$ cat config.mk
export PLATFORM = sky130hd
export DESIGN_NAME = codec_init_sequencer
export DESIGN_NICKNAME = d
export VERILOG_FILES = /design/src/rtl/codec_pkg.sv /design/src/rtl/codec_init_rom.sv /design/src/rtl/codec_init_sequencer.sv
export SDC_FILE = /design/constraint.sdc
export NUM_CORES = 1
export LEC_CHECK = 0
export ABC_AREA = 1
export CAP_MARGIN = 20
export CORE_AREA = 3 3 98 100
export CTS_BUF_LIST = sky130_fd_sc_hd__clkbuf_8
export CTS_CLUSTER_DIAMETER = 150
export CTS_CLUSTER_SIZE = 14
export DETAILED_ROUTE_END_ITERATION = 10
export DIE_AREA = 0 0 101 103
export DONT_BUFFER_PORTS = 1
export HOLD_SLACK_MARGIN = 0.06
export PLACE_DENSITY = 0.66
export SLEW_MARGIN = 40
export SYNTH_ARGS = -nofsm -noshare
export SYNTH_HDL_FRONTEND = slang
export SYNTH_HIERARCHICAL = 1
export SYNTH_SLANG_ARGS = --single-unit
$ cat constraint.sdc
create_clock -name Clk -period 1.84 [get_ports Clk]
set_clock_uncertainty 0.15 [all_clocks]
set_input_delay 0.368 -clock Clk [delete_from_list [all_inputs] [get_ports Clk]]
set_output_delay 0.368 -clock Clk [all_outputs]
set_load 0.02 [all_outputs]
$ cat src/rtl/codec_pkg.sv
// Shared constants and state encoding for the WM8731
// power-up sequencer and its register table.
package codec_pkg;

  localparam logic [7:0] WM8731_DEV_ADDR = 8'h34;

  localparam logic [6:0] R0_LLINE_IN   = 7'h00;
  localparam logic [6:0] R1_RLINE_IN   = 7'h01;
  localparam logic [6:0] R2_LHP_OUT    = 7'h02;
  localparam logic [6:0] R3_RHP_OUT    = 7'h03;
  localparam logic [6:0] R4_ANA_PATH   = 7'h04;
  localparam logic [6:0] R5_DIG_PATH   = 7'h05;
  localparam logic [6:0] R6_PWR_DOWN   = 7'h06;
  localparam logic [6:0] R7_DIG_FMT    = 7'h07;
  localparam logic [6:0] R8_SAMPLING   = 7'h08;
  localparam logic [6:0] R9_ACTIVE     = 7'h09;
  localparam logic [6:0] R15_RESET     = 7'h0F;

  localparam int INIT_TABLE_LEN = 11;

  typedef enum logic [2:0] {
    S_SETTLE,
    S_ISSUE,
    S_WAIT_ACK,
    S_WAIT_DONE,
    S_GAP,
    S_READY,
    S_HOST_WAIT
  } state_e;

  function automatic logic [15:0] reg_word(
    input logic [6:0] addr,
    input logic [8:0] data
  );
    return {addr, data};
  endfunction

  function automatic logic is_busy(input state_e s);
    return (s == S_SETTLE)    || (s == S_ISSUE) ||
           (s == S_WAIT_ACK)  || (s == S_WAIT_DONE) ||
           (s == S_GAP);
  endfunction

endpackage

$ cat src/rtl/codec_init_rom.sv
// WM8731 power-up register table, indexed in issue order.
// Entries past the end read as zero.
module codec_init_rom
  import codec_pkg::*;
(
  input  logic [3:0]  idx_i,
  output logic [15:0] entry_o
);

  always_comb begin
    entry_o = 16'h0000;
    case (idx_i)
      4'd0:    entry_o = reg_word(R15_RESET,   9'h000);
      4'd1:    entry_o = reg_word(R0_LLINE_IN, 9'h017);
      4'd2:    entry_o = reg_word(R1_RLINE_IN, 9'h017);
      4'd3:    entry_o = reg_word(R2_LHP_OUT,  9'h079);
      4'd4:    entry_o = reg_word(R3_RHP_OUT,  9'h079);
      4'd5:    entry_o = reg_word(R4_ANA_PATH, 9'h012);
      4'd6:    entry_o = reg_word(R5_DIG_PATH, 9'h000);
      4'd7:    entry_o = reg_word(R6_PWR_DOWN, 9'h000);
      // I2S, 24-bit slave
      4'd8:    entry_o = reg_word(R7_DIG_FMT,  9'h00A);
      4'd9:    entry_o = reg_word(R8_SAMPLING, 9'h000);
      4'd10:   entry_o = reg_word(R9_ACTIVE,   9'h001);
      default: entry_o = 16'h0000;
    endcase
  end

endmodule

$ cat src/rtl/codec_init_sequencer.sv
// Runs the WM8731 init table over the I2C engine, then
// arbitrates the engine for host packets one at a time.
module codec_init_sequencer
  import codec_pkg::*;
#(
  parameter logic [7:0] DEV_ADDR      = WM8731_DEV_ADDR,
  parameter int         SETTLE_CYCLES = 1000,
  parameter int         GAP_CYCLES    = 16,
  parameter int         ACK_TIMEOUT   = 255
) (
  input  logic        Clk,
  input  logic        Rst_n,
  input  logic        start,
  input  logic        host_req,
  input  logic [23:0] host_packet,
  output logic        host_grant,
  input  logic        i2c_idle,
  output logic        wr_i2c,
  output logic [23:0] i2c_packet,
  output logic        init_busy,
  output logic        init_done,
  output logic        init_error,
  output logic [3:0]  init_index
);

  localparam int SW = $clog2(SETTLE_CYCLES + 1);
  localparam int GW = $clog2(GAP_CYCLES + 1);
  localparam int TW = $clog2(ACK_TIMEOUT + 1);

  localparam logic [SW-1:0] SETTLE_LAST = SW'(SETTLE_CYCLES - 1);
  localparam logic [GW-1:0] GAP_LAST    = GW'(GAP_CYCLES - 1);
  localparam logic [TW-1:0] TO_LAST     = TW'(ACK_TIMEOUT - 1);
  localparam logic [3:0]    LAST_IDX    = 4'(INIT_TABLE_LEN - 1);

  state_e        state_q, state_d;
  logic [SW-1:0] settle_q, settle_d;
  logic [GW-1:0] gap_q, gap_d;
  logic [TW-1:0] to_q, to_d;
  logic          hlow_q, hlow_d;
  logic [3:0]    idx_q, idx_d;
  logic [23:0]   pkt_q, pkt_d;
  logic          wr_q, wr_d;
  logic          grant_q, grant_d;
  logic          busy_q, busy_d;
  logic          done_q, done_d;
  logic          err_q, err_d;
  logic [15:0]   rom_entry;

  codec_init_rom u_rom (
    .idx_i   (idx_q),
    .entry_o (rom_entry)
  );

  always_ff @(posedge Clk or negedge Rst_n) begin
    if (!Rst_n) begin
      state_q  <= S_SETTLE;
      settle_q <= '0;
      gap_q    <= '0;
      to_q     <= '0;
      hlow_q   <= 1'b0;
      idx_q    <= '0;
      pkt_q    <= '0;
      wr_q     <= 1'b0;
      grant_q  <= 1'b0;
      busy_q   <= 1'b0;
      done_q   <= 1'b0;
      err_q    <= 1'b0;
    end else begin
      state_q  <= state_d;
      settle_q <= settle_d;
      gap_q    <= gap_d;
      to_q     <= to_d;
      hlow_q   <= hlow_d;
      idx_q    <= idx_d;
      pkt_q    <= pkt_d;
      wr_q     <= wr_d;
      grant_q  <= grant_d;
      busy_q   <= busy_d;
      done_q   <= done_d;
      err_q    <= err_d;
    end
  end

  always_comb begin
    state_d  = state_q;
    settle_d = settle_q;
    gap_d    = gap_q;
    to_d     = to_q;
    hlow_d   = hlow_q;
    idx_d    = idx_q;
    pkt_d    = pkt_q;
    wr_d     = 1'b0;
    grant_d  = 1'b0;
    done_d   = done_q;
    err_d    = err_q;

    unique case (state_q)
      S_SETTLE: begin
        if (settle_q == SETTLE_LAST) begin
          state_d = S_ISSUE;
        end else begin
          settle_d = settle_q + 1'b1;
        end
      end

      S_ISSUE: begin
        if (i2c_idle) begin
          wr_d    = 1'b1;
          pkt_d   = {DEV_ADDR, rom_entry};
          to_d    = '0;
          state_d = S_WAIT_ACK;
        end
      end

      S_WAIT_ACK: begin
        if (!i2c_idle) begin
          state_d = S_WAIT_DONE;
        end else if (to_q == TO_LAST) begin
          err_d   = 1'b1;
          state_d = S_READY;
        end else begin
          to_d = to_q + 1'b1;
        end
      end

      S_WAIT_DONE: begin
        if (i2c_idle) begin
          gap_d   = '0;
          state_d = S_GAP;
        end
      end

      S_GAP: begin
        if (gap_q != GAP_LAST) begin
          gap_d = gap_q + 1'b1;
        end else if (idx_q == LAST_IDX) begin
          done_d  = 1'b1;
          state_d = S_READY;
        end else begin
          idx_d   = idx_q + 1'b1;
          state_d = S_ISSUE;
        end
      end

      // start outranks a pending host request
      S_READY: begin
        if (start) begin
          done_d   = 1'b0;
          err_d    = 1'b0;
          idx_d    = '0;
          settle_d = '0;
          state_d  = S_SETTLE;
        end else if (host_req && i2c_idle) begin
          grant_d = 1'b1;
          wr_d    = 1'b1;
          pkt_d   = host_packet;
          to_d    = '0;
          hlow_d  = 1'b0;
          state_d = S_HOST_WAIT;
        end
      end

      S_HOST_WAIT: begin
        if (!hlow_q) begin
          if (!i2c_idle) begin
            hlow_d = 1'b1;
          end else if (to_q == TO_LAST) begin
            err_d   = 1'b1;
            state_d = S_READY;
          end else begin
            to_d = to_q + 1'b1;
          end
        end else if (i2c_idle) begin
          state_d = S_READY;
        end
      end

      default: state_d = S_SETTLE;
    endcase

    busy_d = is_busy(state_d);
  end

  assign wr_i2c     = wr_q;
  assign i2c_packet = pkt_q;
  assign host_grant = grant_q;
  assign init_busy  = busy_q;
  assign init_done  = done_q;
  assign init_error = err_q;
  assign init_index = idx_q;

endmodule

Word-level counts from Yosys, hierarchy flattened
Memories as Yosys holds them, arrays and structs flattened.
Index checks and enable logic that the tools add are counted.
{"block": "word_totals", "regBits": 60, "out_inout_bits": 33, "elab_cells": 116, "in_bits": 29, "memories": 1, "rom_bits": 176}
{"memory": "(no name shown)", "depth": 16, "word_bits": 11, "read_ports": 1, "rd_clocked_by_memory_dff": 0, "wr": 0, "line_no": "codec_init_rom.sv:12", "rtl": "case (idx_i)"}
{"block": "op_classes", "n_mux": 52, "n_reduce_logical": 22, "n_addsub": 4, "eq_ne": 25}
{"operator": "24-bit two-way mux", "count": 3}
{"operator": "8-bit two-way mux", "count": 6}
{"operator": "24-bit one-hot mux with 2 select lines", "count": 1}
{"operator": "3-bit two-way mux", "count": 12}
{"operator": "8-bit one-hot mux with 4 select lines", "count": 1}
{"operator": "2-bit != test, second input constant", "count": 11}
{"operator": "3-bit one-hot mux with 7 select lines", "count": 1}
{"operator": "10-bit two-way mux", "count": 2}
{"operator": "10-bit one-hot mux with 2 select lines", "count": 1}
{"operator": "1-bit two-way mux", "count": 14}
{"operator": "3-bit by 2-bit equality test with 1-bit output, second input constant", "count": 4}
{"operator": "3-bit equality test, second input constant", "count": 4}
{"operator": "4-bit two-way mux", "count": 3}
{"operator": "3-bit AND reduction", "count": 4}
{"operator": "4-bit AND reduction", "count": 3}
{"operator": "10-bit by 1-bit adder with 10-bit output, second input constant", "count": 1}
{"operator": "10-bit equality test, second input constant", "count": 1}
{"operator": "5-bit two-way mux", "count": 2}
{"operator": "5-bit one-hot mux with 2 select lines", "count": 1}
{"operator": "2-bit nonzero test", "count": 5}
{"operator": "8-bit by 1-bit adder with 8-bit output, second input constant", "count": 1}
{"operator": "8-bit equality test, second input constant", "count": 1}
{"operator": "4-bit one-hot mux with 2 select lines", "count": 1}
{"operator": "3-bit by 1-bit equality test with 1-bit output, second input constant", "count": 2}
{"operator": "12 further kinds", "count": 18}

Depth between registers and ports, before layout
Gate-level depths: netlist (run 1).
{"block": "depth", "depth_word": 10, "mapped_depth": 13, "ltp_nobuf": 13}

Hierarchy
Netlist (run 1), hierarchy kept.
{"module": "codec_init_sequencer", "n_inst": 1, "seq_area_each_um2": 1501.4, "area_per_inst_um2": 3223.1, "cells_per_inst": 411}
{"module": "codec_init_rom", "n_inst": 1, "seq_area_each_um2": 0.0, "area_per_inst_um2": 239.0, "cells_per_inst": 42}

Least setup slack after synthesis (run 1)
Ideal clock, no wire load.
{"block": "synth_path", "kind": "flip-flop to flip-flop", "start": "register state_q[0]", "end": "register to_q[0]", "path_slack_ps": 37, "required_ps": 1561, "path_buffers": 0, "path_stages_with_launch": 11, "period_less_slack_ps": 1803, "setup_ps": 129, "arrival_ps": 1524, "cell_sequence": "dfrtp_1 > inv_1 > ha_1 > nand2_1 > inv_1 > nand2_2 > nand4_1 > nor2_4 > inv_2 > nand2_1 > o21ai_0"}
{"block": "synth_via", "elab_chain_cells": 3, "word_cells_on_any_way": 11, "classes_between": "eq/ne (8); mux (1); reduce/logical (2)"}
{"item": "start, declared", "line_no": "codec_init_sequencer.sv:35", "rtl": "state_e state_q, state_d;"}
{"item": "start signal, assigned", "line_no": "codec_init_sequencer.sv:69", "rtl": "state_q <= state_d;"}
{"item": "3-bit equality test, or another cell as far along", "line_no": "codec_init_sequencer.sv:97", "rtl": "unique case (state_q)"}
{"item": "4-bit nonzero test (no line) / 2-bit != test (equally long branches)"}
{"item": "5-bit AND reduction (no line)"}
{"item": "end signal, assigned", "line_no": "codec_init_sequencer.sv:72", "rtl": "to_q <= to_d;"}
{"item": "end, declared", "line_no": "codec_init_sequencer.sv:38", "rtl": "logic [TW-1:0] to_q, to_d;"}
Parallel ways exist; a longest one is shown, timed or not.
A chain may end at the register's enable or synchronous reset.

Worst setup path in the final report (run 1)
{"block": "layout_path", "start": "register state_q[1]", "end": "register to_q[0]"}
The elaborated chain is that of the path after synthesis.

==> results of run 1 <==
## logic make-up after synthesis
logic type | synth area share
other cells | 0.00108
simple gates | 0.293
fa+ha+maj | 0.0578
buf+inv | 0.0842
compound gates | 0.112
flops | 0.434
xor+xnor | 0.0177
## metal layers
metal  part of all wire  GRT usage
met2               0.48      0.288
met1               0.43      0.205
met4              0.014     0.0532
met3              0.075     0.0616
met5                  0          0
## layout by cell type, fill, tap and decap left out, types with 9 or more instances in the layout
cell           count
a21oi_1           12
a31oi_1           16
buf_4             39
clkbuf_8           9
dfrtp_1           59
dlygate4sd3_1     21
ha_1              11
inv_1             35
nand2_1          123
nand2_2           11
nand3_1           30
nand4_1            9
nor2_1            48
o21ai_0           26
## stage by stage
step | hold slack (ns) | setup TNS [ns] | setup WS (ns)
after global routing | -0.471 | -2.51 | -0.174
after floorplan | -0.0776 | 0 | 0.0372
after detailed placement | -0.0745 | -0.426 | -0.0928
after global placement | -0.0744 | -0.0716 | -0.0316
after CTS | -0.461 | -0.239 | -0.0494
final | -0.446 | -0.0859 | -0.0282
## worst max-delay path, cell delays in order, from the launching register on
cell and delay [ns]:
dfrtp_1 0.40, buf_4 0.15, ha_2 0.20, nand2_1 0.08, inv_1 0.07, nand2_2 0.07, nand4_1 0.17, nor2_4 0.24
nand2_1 0.09, o21ai_0 0.17
## Yosys cell counts
| library cell | number | area (sq um) |
|---|---|---|
| nor2_1 | 50 | 188 |
| o2111ai_1 | 1 | 8.76 |
| xor2_1 | 7 | 61.3 |
| nor3_4 | 1 | 16.3 |
| o31ai_1 | 2 | 15.0 |
| a31oi_1 | 16 | 100 |
| or2_2 | 2 | 12.5 |
| o211ai_1 | 1 | 7.51 |
| buf_2 | 2 | 10.0 |
| nand3_1 | 32 | 160 |
| buf_4 | 9 | 67.6 |
| conb_1 | 1 | 3.75 |
| nor2_4 | 1 | 11.3 |
| nand4_1 | 9 | 56.3 |
| o21ai_1 | 4 | 20.0 |
| a21oi_2 | 1 | 8.76 |
| nor3_1 | 2 | 10.0 |
| a21oi_1 | 12 | 60.1 |
| o21bai_1 | 1 | 7.51 |
| nand2_1 | 129 | 484 |
| dfrtp_1 | 60 | 1500 |
| and3b_1 | 1 | 8.76 |
| inv_1 | 38 | 143 |
| clkbuf_1 | 3 | 11.3 |
| o22ai_1 | 1 | 6.26 |
| nand2_4 | 1 | 11.3 |
| buf_6 | 3 | 33.8 |
| nand2_2 | 7 | 43.8 |
| o21ai_0 | 31 | 155 |
| inv_2 | 6 | 22.5 |
| ha_1 | 16 | 200 |
| buf_1 | 1 | 3.75 |
| nor2_2 | 2 | 12.5 |
## layout make-up
type / count / area (sq um)
repair buffers: 63 / 546
well taps: 108 / 135
multi-input cells: 335 / 1770
inverters: 44 / 170
fillers: 858 / 4440
clock inverters: 7 / 75.1
clock buffers: 9 / 124
flip-flops and latches: 60 / 1500
## path summary, 6_finish.rpt
check | startpoint | endpoint | slack [ns]
worst max register to register | state_q[1] | to_q[0] | -0.03
worst max-delay path | state_q[1] | to_q[0] | -0.03
min in group Clk | host_packet[20] | i2c_packet[20] | 0.07
worst min register to register | to_q[4] | to_q[4] | 0.38
worst min-delay path | Rst_n | i2c_packet[7] | -0.45
max in group asynchronous | Rst_n | gap_q[0] | 1.87
## power breakdown
part           total, uW  leakage, uW  switching [uW]  internal, uW
Sequential          2570     0.000746             773          1800
Clock               1220     0.000104             584           634
Combinational       2670      0.00121            1510          1150
Total               6460      0.00206            2870          3590
## registers in the layout, indices dropped and copies added, names as in the netlist
| name | count |
|---|---|
| init_done | 1 |
| hlow_q | 1 |
| host_grant | 1 |
| init_error | 1 |
| settle_q | 10 |
| gap_q | 5 |
| to_q | 8 |
| i2c_packet | 24 |
| state_q | 3 |
| wr_i2c | 1 |
| init_index | 4 |
| init_busy | 1 |
## timing repair
| item | in CTS | in global routing |
|---|---|---|
| endpoints found under the hold margin | 81 | 60 |
| endpoints found under the setup margin | 15 | 40 |
| gates resized for setup | 10 | 26 |
| pin swaps | 3 | 10 |
| buffers inserted | 3 | 1 |
| cloned | 0 | 0 |
==> run summary, run 1 <==
status - finished with violations
failing checks - hold timing, setup timing
Yosys reg bits - 60
Yosys warning count - 6
DRC - 0
Layout area overhead - 24.8%
latest clock arrival within the worst-skew pair - 0.35 ns
Critical Path End Type - flop
clock slew at reported path FFs - 0.08 ns
Non-Filler Instances - 626
GRT Total Usage - 0.171
startpoint type of the worst setup path - flop
CTS Buffer Depth - 2
final instance area - 0.00432 sq mm
H-tree levels - 3
CTS tree - done
CP Class - flop to flop
largest net degree at the start of global routing - 61
first-pass GRT wire length - 14000 microns
die area - 0.0104 sq mm
final period utilization - 1.02
initial core utilization - 0.395
worst vdd ir - 456 uV
core box area - 0.00876 sq mm
P per Cell Area - 1490 mW/mm^2
leakage power - 0.00206 uW
RSZ-0062 raised after global routing - true
Fmax - 535 MHz
CTS Buf Count - 9
GP Congestion - 0.919
WL final - 8590 microns
Vias per Instance - 5.06
IO buf count - 0
Post-CTS Hold Buffers - 21
final setup margin - -0.0282 ns
via count - 3166
nets - 558
Root Buffer - clkbuf_8
dpl hpwl - 6010 microns
placed insts - 585
arrival time worst endpoint - 1.98 ns
layout cells sized above 1 - 0.197
power after layout - 6460 uW
Min Hold Slack - -0.446 ns
Final Critical Period - 1.87 ns
CTS Sinks - 60
router iterations before antenna repair - 4
Site Rows - 34
Fin. Hold Viols - 60
number of global-route vias before repair - 3054
Congestion Overflow GR - 0
Ant. Diodes - 0
Core Util, Final - 0.493
MaxCap Viol Count - 0
Syn Inst Count - 453
Reg2Reg Depth - 9
initial antenna violation count - 0
1st-iter DRT viols - 184
CP required - 1.95 ns
Die X - 101 microns
Routed wire per std cell - 13.7 microns
synthesized area per cell - 7.64 sq um
Final setup violation count - 5
num ports - 62
Slew Viols, Final - 0
min-delay worst type - primary input to asynchronous set/reset pin
Final ANT Viol Nets - 0
Placed Instance Area - 0.00378 sq mm
Netlist cell types - 33
die height - 103 microns
Post-Synthesis Cell Area - 0.00346 sq mm
post-synthesis sequential area ratio - 0.434
worst-path fanout max - 5
Power figures use the tool's default switching activity.
==> run 2: changes to the inputs <==
CORE_AREA = 3 3 112 114   (was 3 3 98 100)
DIE_AREA = 0 0 115 117   (was 0 0 101 103)
PLACE_DENSITY = 0.55   (was 0.66)
==> run 2 against run 1 <==
The flow finishes with violations (hold timing). Power rose by 2.6%. Global-route usage fell by 3.5 points. Critical path depth rose by 1. Worst setup slack improved by 0.043 ns. Register-to-register slack improved by 0.04 ns. Sequential cell count did not move. Clock-buffer cell count rose by 1. Sequential power fell by 2%. Die area rose by 29%. Cell count rose by 9.1%. Design area rose by 6.7%. Largest power group unchanged.
==> run summary, run 2 (synthesis results as in run 1) <==
core box area - 0.0115 sq mm (+31%)
Final setup violation count - 0 (-5)
layout cells sized above 1 - 0.248 (+0.0512)
Final ANT Viol Nets - 0 (unchanged)
initial core utilization - 0.301 (-0.0944)
CTS Buf Count - 9 (unchanged)
nets - 580 (+3.9%)
die area - 0.0135 sq mm (+29%)
number of global-route vias before repair - 3158 (+3.4%)
Critical Path End Type - flop
failing checks - hold timing
Final Critical Period - 1.83 ns (-0.0429 ns)
Congestion Overflow GR - 0 (unchanged)
Post-CTS Hold Buffers - 24 (+14%)
Root Buffer - clkbuf_8
num ports - 62 (unchanged)
MaxCap Viol Count - 0 (unchanged)
GP Congestion - 0.916 (-0.37%)
CTS Sinks - 60 (unchanged)
min-delay worst type - primary input to asynchronous set/reset pin
Routed wire per std cell - 13.1 microns (-4.7%)
CP Class - flop to flop
Vias per Instance - 4.70 (-7.2%)
Site Rows - 39 (+15%)
Fin. Hold Viols - 60 (unchanged)
RSZ-0062 raised after global routing - true
WL final - 8930 microns (+4.0%)
largest net degree at the start of global routing - 61 (unchanged)
router iterations before antenna repair - 4 (unchanged)
final period utilization - 0.992 (-0.0233)
power after layout - 6630 uW (+2.6%)
Slew Viols, Final - 0 (unchanged)
latest clock arrival within the worst-skew pair - 0.35 ns (about the same)
P per Cell Area - 1440 mW/mm^2 (-3.8%)
setup TNS - 0 ns (+0.0859 ns)
most frequent cells in the layout - 121 x nand2_1, 59 x dfrtp_1, 51 x buf_4
r2r startpoint - gap_q[1]
GRT Total Usage - 0.136 (-0.0345)
Die X - 115 microns (+14%)
die height - 117 microns (+14%)
Layout area overhead - 33.1%
CTS Buffer Depth - 2 (unchanged)
most common cell after layout, fill and taps aside - nand2_1
startpoint type of the worst setup path - flop
Reg2Reg Depth - 10 (+1)
DRC - 0 (unchanged)
IO buf count - 0 (unchanged)
leakage power - 0.00218 uW (+5.4%)
via count - 3207 (+1.3%)
initial antenna violation count - 0 (unchanged)
Min Hold Slack - -0.438 ns (+0.00782 ns)
worst vdd ir - 467 uV (+2.5%)
status - finished with violations
worst-path fanout max - 4 (-1)
Fmax - 548 MHz (+2.3%)
dpl hpwl - 6340 microns (+5.5%)
H-tree levels - 3 (unchanged)
CTS tree - done
arrival time worst endpoint - 1.92 ns (-0.06 ns)
Ant. Diodes - 0 (unchanged)
number of flip-flops under the largest register name - 24 (unchanged)
CP required - 1.94 ns (about the same)
clock slew at reported path FFs - 0.07 ns (about the same)
R2R setup slack - 0.01 ns (+0.04 ns)
first-pass GRT wire length - 14800 microns (+5.4%)
1st-iter DRT viols - 235 (+28%)
worst flop-to-flop path endpoint - init_index[1]
-- run 2: cell count changes in the layout (fill, tap and decap cells not counted), sizes merged --
cell         delta
buf            +18
dlygate4sd3     +3
clkinvlp        +2
bufinv          -1
clkbuf          +1
clkinv          -1
inv             -1
nand2           +1
-- run 2: metal layers --
metal  global-route usage  share of wire  vias up
li1                     -              -     1632
met1                0.169           0.45     1500
met2                0.224           0.48       71
met3               0.0550          0.068        4
met4               0.0313         0.0053        0
met5                    0              0        -
-- run 2: cell type report --
type,count,area (sq um)
clock buffers,10,138
clock inverters,6,41.3
fillers,1170,6910
inverters,44,170
multi-input cells,336,1840
flip-flops and latches,60,1500
well taps,143,179
repair buffers,84,742
-- run 2: power by group --
group,internal [uW],switching [uW],total (uW)
combinational,1360,1660,3020
sequential,1800,718,2520
clock,522,566,1090
-- run 2: worst max-delay path by stage --
stage                     cells after the start             to        from  slack, ns
after global routing                         10  init_index[1]    gap_q[1]      -0.11
after global placement                       11      init_busy    gap_q[0]      -0.05
final                                        10  init_index[1]    gap_q[1]       0.01
after floorplan                              10        to_q[0]  state_q[0]       0.04
after CTS                                    10        to_q[1]  state_q[0]     -0.002
after detailed placement                     10  init_index[3]    gap_q[1]      -0.07
-- run 2: through the flow --
stage,hold WS (ns),instances,utilization,worst slack (ns),instance area (sq um)
after detailed placement,-0.0747,633,0.341,-0.0659,3930
after global placement,-0.0743,633,0.341,-0.0494,3930
after floorplan,-0.0776,457,-,0.0372,3480
after global routing,-0.483,683,0.400,-0.110,4610
after CTS,-0.464,676,0.381,-0.00165,4380
final,-0.438,683,0.400,0.0147,4610
-- run 2: worst max-delay path: stages, from the launching register on --
cell,delay [ns]
dfrtp_1,0.36
ha_2,0.20
nand2_2,0.06
nor2_1,0.11
ha_2,0.21
nor2_4,0.04
inv_2,0.08
nand2_4,0.07
nor3_4,0.15
inv_2,0.08
o31ai_1,0.21
-- run 2: what timing repair did --
item                                   in CTS  in global routing
buffers inserted                            3                  6
endpoints found under the hold margin      84                 60
cloned                                      0                  1
gates resized for setup                     8                 54
setup endpoints to repair                  16                 48
pin swaps                                   4                 16
